<file path="config.mk">
export PLATFORM = sky130hd
export DESIGN_NAME = slv_i2c_reg_ctrl_flat
export DESIGN_NICKNAME = d
export VERILOG_FILES = /design/src/rtl/slv_i2c_reg_ctrl_if.sv /design/src/rtl/slv_i2c_reg_ctrl.sv /design/src/flat_wrapper.sv
export SDC_FILE = /design/constraint.sdc
export NUM_CORES = 1
export LEC_CHECK = 0
export CORE_ASPECT_RATIO = 0.9
export CORE_MARGIN = 3
export CORE_UTILIZATION = 40
export CTS_CLUSTER_SIZE = 14
export DETAILED_ROUTE_END_ITERATION = 10
export GPL_ROUTABILITY_DRIVEN = 0
export PLACE_DENSITY = 0.65
export RECOVER_POWER = 25
export SLEW_MARGIN = 0
export SYNTH_ARGS = -nofsm -noshare
export SYNTH_HDL_FRONTEND = slang
export SYNTH_SLANG_ARGS = --single-unit
</file>
<file path="constraint.sdc">
create_clock -name CLK -period 3.1 [get_ports CLK]
set_input_delay 0.31 -clock CLK [delete_from_list [all_inputs] [get_ports CLK]]
set_output_delay 0.31 -clock CLK [all_outputs]
set_load 0.005 [all_outputs]
</file>
<file path="src/rtl/slv_i2c_reg_ctrl_if.sv">
// rtl/slv_i2c_reg_ctrl_if.sv - I2C slave FSM to register controller handshake bundle
interface slv_i2c_reg_ctrl_if #(
    parameter int DATA_SZ = 8,
    parameter int REG_NUM = 16
);
    logic                       I_ADDR_VLD;
    logic [DATA_SZ-2:0]         I_ADDR_SLV;
    logic                       I_RW;
    logic                       I_BYTE_VLD;
    logic [DATA_SZ-1:0]         I_DATA_RD;
    logic                       I_MACK_VLD;
    logic                       I_ACK_MSTR;
    logic                       I_STOP;
    logic                       O_ACK;
    logic [DATA_SZ-1:0]         O_DATA_WR;
    logic                       O_WR_STB;
    logic [$clog2(REG_NUM)-1:0] O_REG_IDX;

    modport master (
        output I_ADDR_VLD, I_ADDR_SLV, I_RW, I_BYTE_VLD, I_DATA_RD,
               I_MACK_VLD, I_ACK_MSTR, I_STOP,
        input  O_ACK, O_DATA_WR, O_WR_STB, O_REG_IDX
    );

    modport slave (
        input  I_ADDR_VLD, I_ADDR_SLV, I_RW, I_BYTE_VLD, I_DATA_RD,
               I_MACK_VLD, I_ACK_MSTR, I_STOP,
        output O_ACK, O_DATA_WR, O_WR_STB, O_REG_IDX
    );
endinterface

</file>
<file path="src/rtl/slv_i2c_reg_ctrl.sv">
// rtl/slv_i2c_reg_ctrl.sv - I2C slave register file controller with host port
// Optional pointer auto-increment: define SLV_I2C_REG_CTRL_AUTOINC_EN.
module slv_i2c_reg_ctrl #(
    parameter int                 DATA_SZ  = 8,
    parameter logic [DATA_SZ-2:0] SLV_ADDR = 7'h42,
    parameter int                 REG_NUM  = 16
) (
    input  logic                       CLK,
    input  logic                       RST_n,
    slv_i2c_reg_ctrl_if.slave          bus,
    input  logic                       I_HOST_WE,
    input  logic [$clog2(REG_NUM)-1:0] I_HOST_ADDR,
    input  logic [DATA_SZ-1:0]         I_HOST_DATA,
    output logic [DATA_SZ-1:0]         O_HOST_DATA
);
    localparam int IDX_W = $clog2(REG_NUM);
    localparam logic [DATA_SZ-1:0] REG_NUM_B = DATA_SZ'(REG_NUM);
`ifdef SLV_I2C_REG_CTRL_AUTOINC_EN
    localparam bit AUTOINC = 1'b1;
`else
    localparam bit AUTOINC = 1'b0;
`endif

    typedef enum logic [2:0] {
        ST_IDLE,
        ST_PTR,
        ST_WR_DATA,
        ST_RD_DATA,
        ST_IGNORE
    } state_t;

    state_t             state, state_nxt;
    logic [IDX_W-1:0]   ptr, ptr_nxt;
    logic               ack_q, ack_nxt;
    logic               bus_we;
    logic               data_ld;
    logic [DATA_SZ-1:0] regs [REG_NUM];
    logic [DATA_SZ-1:0] data_wr_q;
    logic               wr_stb_q;
    logic [IDX_W-1:0]   wr_idx_q;
    logic [DATA_SZ-1:0] host_q;

    always_ff @(posedge CLK or negedge RST_n) begin
        if (!RST_n) begin
            state <= ST_IDLE;
        end else begin
            state <= state_nxt;
        end
    end

    always_comb begin
        state_nxt = state;
        ack_nxt   = ack_q;
        ptr_nxt   = ptr;
        bus_we    = 1'b0;
        data_ld   = 1'b0;
        case (state)
            ST_PTR: begin
                if (bus.I_BYTE_VLD) begin
                    if (bus.I_DATA_RD < REG_NUM_B) begin
                        ptr_nxt   = bus.I_DATA_RD[IDX_W-1:0];
                        ack_nxt   = 1'b0;
                        state_nxt = ST_WR_DATA;
                    end else begin
                        ack_nxt   = 1'b1;
                        state_nxt = ST_IGNORE;
                    end
                end
            end
            ST_WR_DATA: begin
                if (bus.I_BYTE_VLD) begin
                    bus_we  = 1'b1;
                    ack_nxt = 1'b0;
                    if (AUTOINC) begin
                        ptr_nxt = ptr + IDX_W'(1);
                    end
                end
            end
            ST_RD_DATA: begin
                if (bus.I_MACK_VLD) begin
                    if (!bus.I_ACK_MSTR) begin
                        data_ld = 1'b1;
                        if (AUTOINC) begin
                            ptr_nxt = ptr + IDX_W'(1);
                        end
                    end else begin
                        ack_nxt   = 1'b1;
                        state_nxt = ST_IGNORE;
                    end
                end
            end
            default: begin
                ack_nxt = 1'b1;
            end
        endcase

        // A byte arriving with STOP still lands; only the state is overridden.
        if (bus.I_STOP) begin
            state_nxt = ST_IDLE;
            ack_nxt   = 1'b1;
        end

        // A new command supersedes anything else seen in the same cycle.
        if (bus.I_ADDR_VLD) begin
            bus_we  = 1'b0;
            ptr_nxt = ptr;
            if (bus.I_ADDR_SLV == SLV_ADDR) begin
                ack_nxt   = 1'b0;
                state_nxt = bus.I_RW ? ST_RD_DATA : ST_PTR;
                data_ld   = bus.I_RW;
            end else begin
                ack_nxt   = 1'b1;
                data_ld   = 1'b0;
                state_nxt = ST_IGNORE;
            end
        end
    end

    always_ff @(posedge CLK or negedge RST_n) begin
        if (!RST_n) begin
            ptr       <= '0;
            ack_q     <= 1'b1;
            data_wr_q <= '0;
            wr_stb_q  <= 1'b0;
            wr_idx_q  <= '0;
            host_q    <= '0;
            for (int i = 0; i < REG_NUM; i++) begin
                regs[i] <= '0;
            end
        end else begin
            ptr      <= ptr_nxt;
            ack_q    <= ack_nxt;
            wr_stb_q <= bus_we;
            host_q   <= regs[I_HOST_ADDR];
            if (bus_we) begin
                wr_idx_q  <= ptr;
                regs[ptr] <= bus.I_DATA_RD;
            end
            if (I_HOST_WE && !(bus_we && (ptr == I_HOST_ADDR))) begin
                regs[I_HOST_ADDR] <= I_HOST_DATA;
            end
            if (data_ld) begin
                data_wr_q <= regs[ptr_nxt];
            end
        end
    end

    // During a write strobe the index shows the register just written.
    assign bus.O_REG_IDX = wr_stb_q ? wr_idx_q : ptr;
    assign bus.O_ACK     = ack_q;
    assign bus.O_DATA_WR = data_wr_q;
    assign bus.O_WR_STB  = wr_stb_q;
    assign O_HOST_DATA   = host_q;
endmodule

</file>
<file path="src/flat_wrapper.sv">
// flat-port wrapper written by rule: the top's interface ports become plain ports
module slv_i2c_reg_ctrl_flat 
#(
    parameter int                 DATA_SZ  = 8,
    parameter logic [DATA_SZ-2:0] SLV_ADDR = 7'h42,
    parameter int                 REG_NUM  = 16
)
  (CLK, RST_n, I_HOST_WE, I_HOST_ADDR, I_HOST_DATA, O_HOST_DATA, bus_I_ADDR_VLD, bus_I_ADDR_SLV, bus_I_RW, bus_I_BYTE_VLD, bus_I_DATA_RD, bus_I_MACK_VLD, bus_I_ACK_MSTR, bus_I_STOP, bus_O_ACK, bus_O_DATA_WR, bus_O_WR_STB, bus_O_REG_IDX);
  slv_i2c_reg_ctrl_if #(.DATA_SZ(DATA_SZ), .REG_NUM(REG_NUM)) bus_i ();
  input  logic CLK;
  input  logic RST_n;
  input  logic I_HOST_WE;
  input  logic [$clog2(REG_NUM)-1:0] I_HOST_ADDR;
  input  logic [DATA_SZ-1:0] I_HOST_DATA;
  output logic [DATA_SZ-1:0] O_HOST_DATA;
  input wire logic [$bits(bus_i.I_ADDR_VLD)-1:0] bus_I_ADDR_VLD;
  input wire logic [$bits(bus_i.I_ADDR_SLV)-1:0] bus_I_ADDR_SLV;
  input wire logic [$bits(bus_i.I_RW)-1:0] bus_I_RW;
  input wire logic [$bits(bus_i.I_BYTE_VLD)-1:0] bus_I_BYTE_VLD;
  input wire logic [$bits(bus_i.I_DATA_RD)-1:0] bus_I_DATA_RD;
  input wire logic [$bits(bus_i.I_MACK_VLD)-1:0] bus_I_MACK_VLD;
  input wire logic [$bits(bus_i.I_ACK_MSTR)-1:0] bus_I_ACK_MSTR;
  input wire logic [$bits(bus_i.I_STOP)-1:0] bus_I_STOP;
  output wire logic [$bits(bus_i.O_ACK)-1:0] bus_O_ACK;
  output wire logic [$bits(bus_i.O_DATA_WR)-1:0] bus_O_DATA_WR;
  output wire logic [$bits(bus_i.O_WR_STB)-1:0] bus_O_WR_STB;
  output wire logic [$bits(bus_i.O_REG_IDX)-1:0] bus_O_REG_IDX;
  assign bus_i.I_ADDR_VLD = bus_I_ADDR_VLD;
  assign bus_i.I_ADDR_SLV = bus_I_ADDR_SLV;
  assign bus_i.I_RW = bus_I_RW;
  assign bus_i.I_BYTE_VLD = bus_I_BYTE_VLD;
  assign bus_i.I_DATA_RD = bus_I_DATA_RD;
  assign bus_i.I_MACK_VLD = bus_I_MACK_VLD;
  assign bus_i.I_ACK_MSTR = bus_I_ACK_MSTR;
  assign bus_i.I_STOP = bus_I_STOP;
  assign bus_O_ACK = bus_i.O_ACK;
  assign bus_O_DATA_WR = bus_i.O_DATA_WR;
  assign bus_O_WR_STB = bus_i.O_WR_STB;
  assign bus_O_REG_IDX = bus_i.O_REG_IDX;
  slv_i2c_reg_ctrl #(.DATA_SZ(DATA_SZ), .SLV_ADDR(SLV_ADDR), .REG_NUM(REG_NUM)) u_core (.CLK(CLK), .RST_n(RST_n), .bus(bus_i), .I_HOST_WE(I_HOST_WE), .I_HOST_ADDR(I_HOST_ADDR), .I_HOST_DATA(I_HOST_DATA), .O_HOST_DATA(O_HOST_DATA));
endmodule
</file>
==> results of run 1 <==
[logic make-up (layout without fill, tap and decap cells)]
family	after synthesis	in the layout	share of synthesized area (%)
AOI/OAI and AO/OA	200	200	11.5
xor gates and xnor gates	4	4	0.373
buffers and inverters	89	168	4.23
DFF	157	157	41.9
muxes	228	228	29.9
and+or+nand+nor	256	256	12.1
[power breakdown]
group | total (mW) | internal [mW] | switching [mW] | leakage (nW)
Sequential | 2.87 | 2.46 | 0.410 | 1.94
Clock | 2.05 | 1.15 | 0.896 | 0.277
Combinational | 1.27 | 0.689 | 0.580 | 3.13
[what timing repair did]
action,CTS,global route
endpoints found under the hold margin,54,0
hold buffers,1,0
resized for setup,0,0
[cells in the mapped netlist, types with 4 or more instances]
| library cell | count |
|---|---|
| mux2i_1 | 183 |
| dfrtp_1 | 156 |
| nand2_1 | 122 |
| o21ai_0 | 97 |
| nor2_1 | 69 |
| a21oi_1 | 59 |
| clkbuf_1 | 55 |
| mux4_2 | 42 |
| o22ai_1 | 29 |
| nor4_1 | 16 |
| buf_1 | 11 |
| inv_1 | 10 |
| nor3_1 | 10 |
| nand2b_1 | 9 |
| nand3_1 | 8 |
| buf_6 | 7 |
| a31oi_1 | 4 |
| buf_2 | 4 |
| or3_1 | 4 |
| xnor2_1 | 4 |
[area by class of cell]
cell class | instances | area share [%]
clock inverters | 12 | 1.01
flip-flops and latches | 157 | 35.2
inverters | 10 | 0.336
multi-input cells | 688 | 45.9
well taps | 297 | 3.32
clock buffers | 20 | 4.09
repair buffers | 126 | 10.2
[per-stage QoR]
step / area, um^2 / setup slack (ps) / power (mW)
3_5_place_dp: 10600 / -71.0 / 4.14
3_3_place_gp: 10600 / -25.4 / 4.08
2_1_floorplan: 9390 / 357 / 3.56
5_1_grt: 11200 / 29.9 / 6.47
4_1_cts: 11200 / 272 / 6.19
6_report: 11200 / 276 / 6.20
[registers in the layout, summed over array words and instances (netlist names)]
register              cells
u_core.regs             128
u_core.O_HOST_DATA        8
u_core.bus.O_DATA_WR      8
u_core.ptr                4
u_core.wr_idx_q           4
u_core.state              3
u_core.bus.O_ACK          1
u_core.bus.O_WR_STB       1
[worst min-delay path, cell delays in order, from the launching register on]
cell and delay [ps]:
dfrtp_1 340, nand2_1 50, nand2_1 60
[per-layer routing]
metal  share of wire (%)  GRT usage [%]  up-vias
li1                    -              -     3527
met5               0.034              0        -
met4                 1.9           6.71        2
met3                 8.2           4.65       38
met2                  45           36.6      399
met1                  45           35.1     3828
[how the worst max path moves through the flow]
stage,start,end,cells past startpoint
after floorplan,bus_I_DATA_RD[6],u_core.bus.O_DATA_WR[0]$_DFFE_PN0P_,10
after global placement,bus_I_DATA_RD[7],u_core.bus.O_DATA_WR[4]$_DFFE_PN0P_,11
after detailed placement,bus_I_DATA_RD[7],u_core.bus.O_DATA_WR[2]$_DFFE_PN0P_,11
after CTS,u_core.state[1]$_DFFE_PN0P_,u_core.bus.O_DATA_WR[5]$_DFFE_PN0P_,10
after global routing,u_core.state[1]$_DFFE_PN0P_,u_core.bus.O_DATA_WR[4]$_DFFE_PN0P_,10
final,u_core.state[1]$_DFFE_PN0P_,u_core.bus.O_DATA_WR[5]$_DFFE_PN0P_,10
==> metrics, run 1 <==
outcome=complete, but fails checks; failing checks=capacitance limit, slew limit; asr flop ratio synth=100%; Root Driver=clkbuf_16; min-delay worst type=register to register; Setup crit start kind=register; syn avg cell area=10.1 um^2; r2r setup slk=280 ps; initial core utilization=41.2%; Overflow after GRT=0; Hold Slack=478 ps; Critical Path Sink Type=register; Synth top area share=41.6%; cell area after synthesis=9390 um^2; num ports=58; VDD IR-drop max=0.420 mV; Worst-Margin Slew=1580 ps; Antenna Nets Post-Route=0; area grow syn2layout=19.1%; max incr delay on CP=480 ps; drt total wl=29500 um; TritonCTS buffer count=17; worst reg-to-reg path cell count=10; Worst-path clk slew=70 ps; Slew Limit Fails=59; DRT Pass-1 Iters=5; initial antenna violation count=1; crit-path most repeated cell=buf_12; IO buf count=57; syn nets=970; die footprint=25300 um^2; worst path required time=3410 ps; CP Class=register to register; Post-synth EDFFs=0; Fmax=354 MHz; post-synthesis register bit count=157; hold path startpoint=u_core.wr_idx_q[3]$_DFFE_PN0P_; nets=1036; crit path max fanout=18; yosys warns=0; multi-input logic area=5130 um^2; setup TNS=0 ps; library cells used by synthesis=43; Worst R2R Start=u_core.state[1]$_DFFE_PN0P_; Core Region=22800 um^2; CTS Buffer Depth=2; Fillers=2073; relative slew slack=-5.13%; DR vias=7794; dominant delay contributor by cell family on the critical path=simple AND/OR/NAND/NOR gates; max_cap viols=1; pwr dens=554 nW/um^2; Post-CTS Repair Setup Buffers=0; first-pass GRT wire length=46600 um; most frequent cells in the layout=mux2i_1, dfrtp_1, nand2_1; crit path DAT=3130 ps; fin crit share=91.1%; unrepaired setup endpoints after global routing=false; Iteration-0 DRC Markers=955; # DRC=0; largest net degree at the start of global routing=59; # diodes=0; share of cells above drive strength 1=16.7%; Top FF cell, synth=dfrtp_1; Leak=5.35 nW; Clock Sink Count=157; Worst R2R End=u_core.bus.O_DATA_WR[5]$_DFFE_PN0P_; Global Route Usage Sum=24.0%; CP Cell Sequence=or4_4 > nor4_4 > buf_4 > mux2i_4 > buf_12 > buf_12 > mux2i_1 > o22ai_1 > nor4_1 > a21oi_1; Detail Placement HPWL=21300 um; CTS tree=done; clock latency on the worst-skew pair=430 ps; cell taking the most area after synthesis=dfrtp_1; hold endpoint=u_core.wr_idx_q[3]$_DFFE_PN0P_; vias in the first global route=7583; # setup viols final=0; Fin Clk Skew=12.3 ps; WP buf/inv=3; via-per-instance ratio=5.95; H-tree lvl count=4; post-synthesis sequential area ratio=41.9%; clock period minus worst slack=2820 ps; Avg WL per Cell=22.5 um; Crit-path slowest cell=or4_4; hold depth=2; most common cell after layout, fill and taps aside=mux2i_1; Sequential Area=3930 um^2; site row count=52; largest cells by area after synthesis=dfrtp_1, mux2i_1, mux4_2; Non-Filler Instances=1310; die height=151 um; Final Hold Fails=0; placed cell count=1277; post-layout util=49.1%; Syn Inst Count=934; die width=167 um
(Power assumes the default switching activity.)
==> run 2, diff against run 1 <==
--- a/config.mk
+++ b/config.mk
@@ -7,11 +7,11 @@
 export LEC_CHECK = 0
 export CORE_ASPECT_RATIO = 0.9
 export CORE_MARGIN = 3
-export CORE_UTILIZATION = 40
+export CORE_UTILIZATION = 60
 export CTS_CLUSTER_SIZE = 14
 export DETAILED_ROUTE_END_ITERATION = 10
 export GPL_ROUTABILITY_DRIVEN = 0
-export PLACE_DENSITY = 0.65
+export PLACE_DENSITY = 0.88
 export RECOVER_POWER = 25
 export SLEW_MARGIN = 0
 export SYNTH_ARGS = -nofsm -noshare
==> constraint.sdc (replaced) <==
create_clock -name CLK -period 2.7 [get_ports CLK]
set_input_delay 0.27 -clock CLK [delete_from_list [all_inputs] [get_ports CLK]]
set_output_delay 0.27 -clock CLK [all_outputs]
set_load 0.005 [all_outputs]
==> metrics, run 2 (synthesis gave the netlist of run 1 again) <==
overall power=7.17 mW; max reg flops=128; via-per-instance ratio=7.07; area grow syn2layout=20.1%; max_cap viols=1; Setup crit start kind=register; Slew Limit Fails=80; max incr delay on CP=460 ps; CP Cell Sequence=or4_4 > nor4_4 > mux2i_4 > buf_12 > buf_12 > mux2i_1 > o22ai_1 > nor4_2 > a21oi_1; vias in the first global route=8456; drt total wl=31000 um; Leak=5.41 nW; most common cell after layout, fill and taps aside=mux2i_1; Worst-Margin Slew=2050 ps; nets=1052; most frequent cells in the layout=mux2i_1, dfrtp_1, nand2_1; # DRC=0; worst path required time=3020 ps; CP Class=register to register; DR vias=8667; unrepaired setup endpoints after global routing=true; VDD IR-drop max=0.520 mV; CTS tree=done; initial core utilization=62.5%; Clock Sink Count=157; Iteration-0 DRC Markers=1593; Critical Path Sink Type=register; fin crit share=100%; Fin Clk Skew=11.5 ps; pwr dens=636 nW/um^2; num ports=58; Fmax=370 MHz; outcome=complete, but fails checks; clock latency on the worst-skew pair=450 ps; Worst-path clk slew=60 ps; largest net degree at the start of global routing=81; Root Driver=clkbuf_16; die height=125 um; share of cells above drive strength 1=18.9%; Crit-path slowest cell=or4_4; site row count=42; first-pass GRT wire length=47900 um; Overflow after GRT=0; H-tree lvl count=4; Global Route Usage Sum=36.6%; crit path max fanout=11; Antenna Nets Post-Route=0; failing checks=capacitance limit, slew limit, setup timing; Fillers=959; Avg WL per Cell=25.3 um; Hold Slack=461 ps; Top reg by flops=u_core.regs; fin worst setup slack=-2.03 ps; Final Hold Fails=0; crit path DAT=3020 ps; # diodes=0; Detail Placement HPWL=21100 um; initial antenna violation count=0; TritonCTS buffer count=17; die width=138 um; die footprint=17200 um^2; WP buf/inv=2; # setup viols final=1; Core Region=15000 um^2; clock period minus worst slack=2700 ps; IO buf count=57; crit-path most repeated cell=buf_12; dominant delay contributor by cell family on the critical path=simple AND/OR/NAND/NOR gates; min-delay worst type=primary input to register; CTS Buffer Depth=2; DRT Pass-1 Iters=6; relative slew slack=-36.7%
==> run 2: cell count changes in the layout (fill, tap and decap cells not counted), sizes merged <==
| cell | change |
|---|---|
| buf | +17 |
| inv | -3 |
| bufinv | -1 |
| clkbuf | +1 |
| clkinv | +1 |
==> run 2: report_power, final <==
part | internal (mW) | switching (mW) | total (mW)
sequential | 2.83 | 0.542 | 3.37
combinational | 0.813 | 0.738 | 1.55
clock | 1.24 | 1.01 | 2.25
==> run 2: final timing paths <==
check / start / to / slack (ps) / depth (start not counted)
min in group asynchronous: RST_n / u_core.regs[91]$_DFF_PN0_ / 930 / 2
min reg2reg: u_core.wr_idx_q[0]$_DFFE_PN0P_ / u_core.wr_idx_q[0]$_DFFE_PN0P_ / 480 / 2
max in group asynchronous: RST_n / u_core.regs[55]$_DFF_PN0_ / 540 / 2
max reg2reg: u_core.state[1]$_DFFE_PN0P_ / u_core.bus.O_DATA_WR[0]$_DFFE_PN0P_ / -2 / 9
min: bus_I_RW / u_core.state[1]$_DFFE_PN0P_ / 460 / 3
max: u_core.state[1]$_DFFE_PN0P_ / u_core.bus.O_DATA_WR[0]$_DFFE_PN0P_ / -2 / 9
==> run 2: layout make-up <==
type | count | area, um^2 | share of cell area [%]
Multi-Input combinational cell | 688 | 5220 | 46.3
Sequential cell | 157 | 3930 | 34.9
Timing Repair Buffer | 142 | 1300 | 11.6
Clock buffer | 22 | 474 | 4.21
Tap cell | 198 | 248 | 2.20
Clock inverter | 9 | 65.1 | 0.577
Inverter | 10 | 37.5 | 0.333
==> run 2: per-layer routing <==
layer,GRT usage [%],vias up,wire length [um]
met4,14.0,2,1370
met5,0,-,37
met3,13.8,160,4510
met1,49.4,4148,11000
li1,-,3553,-
met2,53.9,804,14100
==> run 2: tightest hold or removal path, delay by kind of cell <==
family | cells | cell delay [ps]
and+or+nand+nor | 1 | 110
buffers and inverters | 1 | 400
AOI/OAI and AO/OA | 1 | 80
==> run 2: timing repair <==
action,4_1_cts,5_1_grt
setup buffers,0,5
gates resized for setup,1,16
setup endpoints to repair,1,26
hold buffers,1,0
endpoints found under the hold margin,77,0
==> run 2: per-stage QoR <==
step / area (um^2) / utilization (%) / cells / setup slack (ps) / TNS (ps)
after detailed placement: 10600 / 70.5 / 1189 / -400 / -5510
final: 11300 / 75.0 / 1226 / -2.03 / -2.03
after global routing: 11300 / 75.0 / 1226 / -165 / -778
after global placement: 10600 / 70.5 / 1189 / -292 / -3040
after floorplan: 9390 / - / 934 / 71.7 / 0
after CTS: 11200 / 74.2 / 1221 / 37.7 / 0
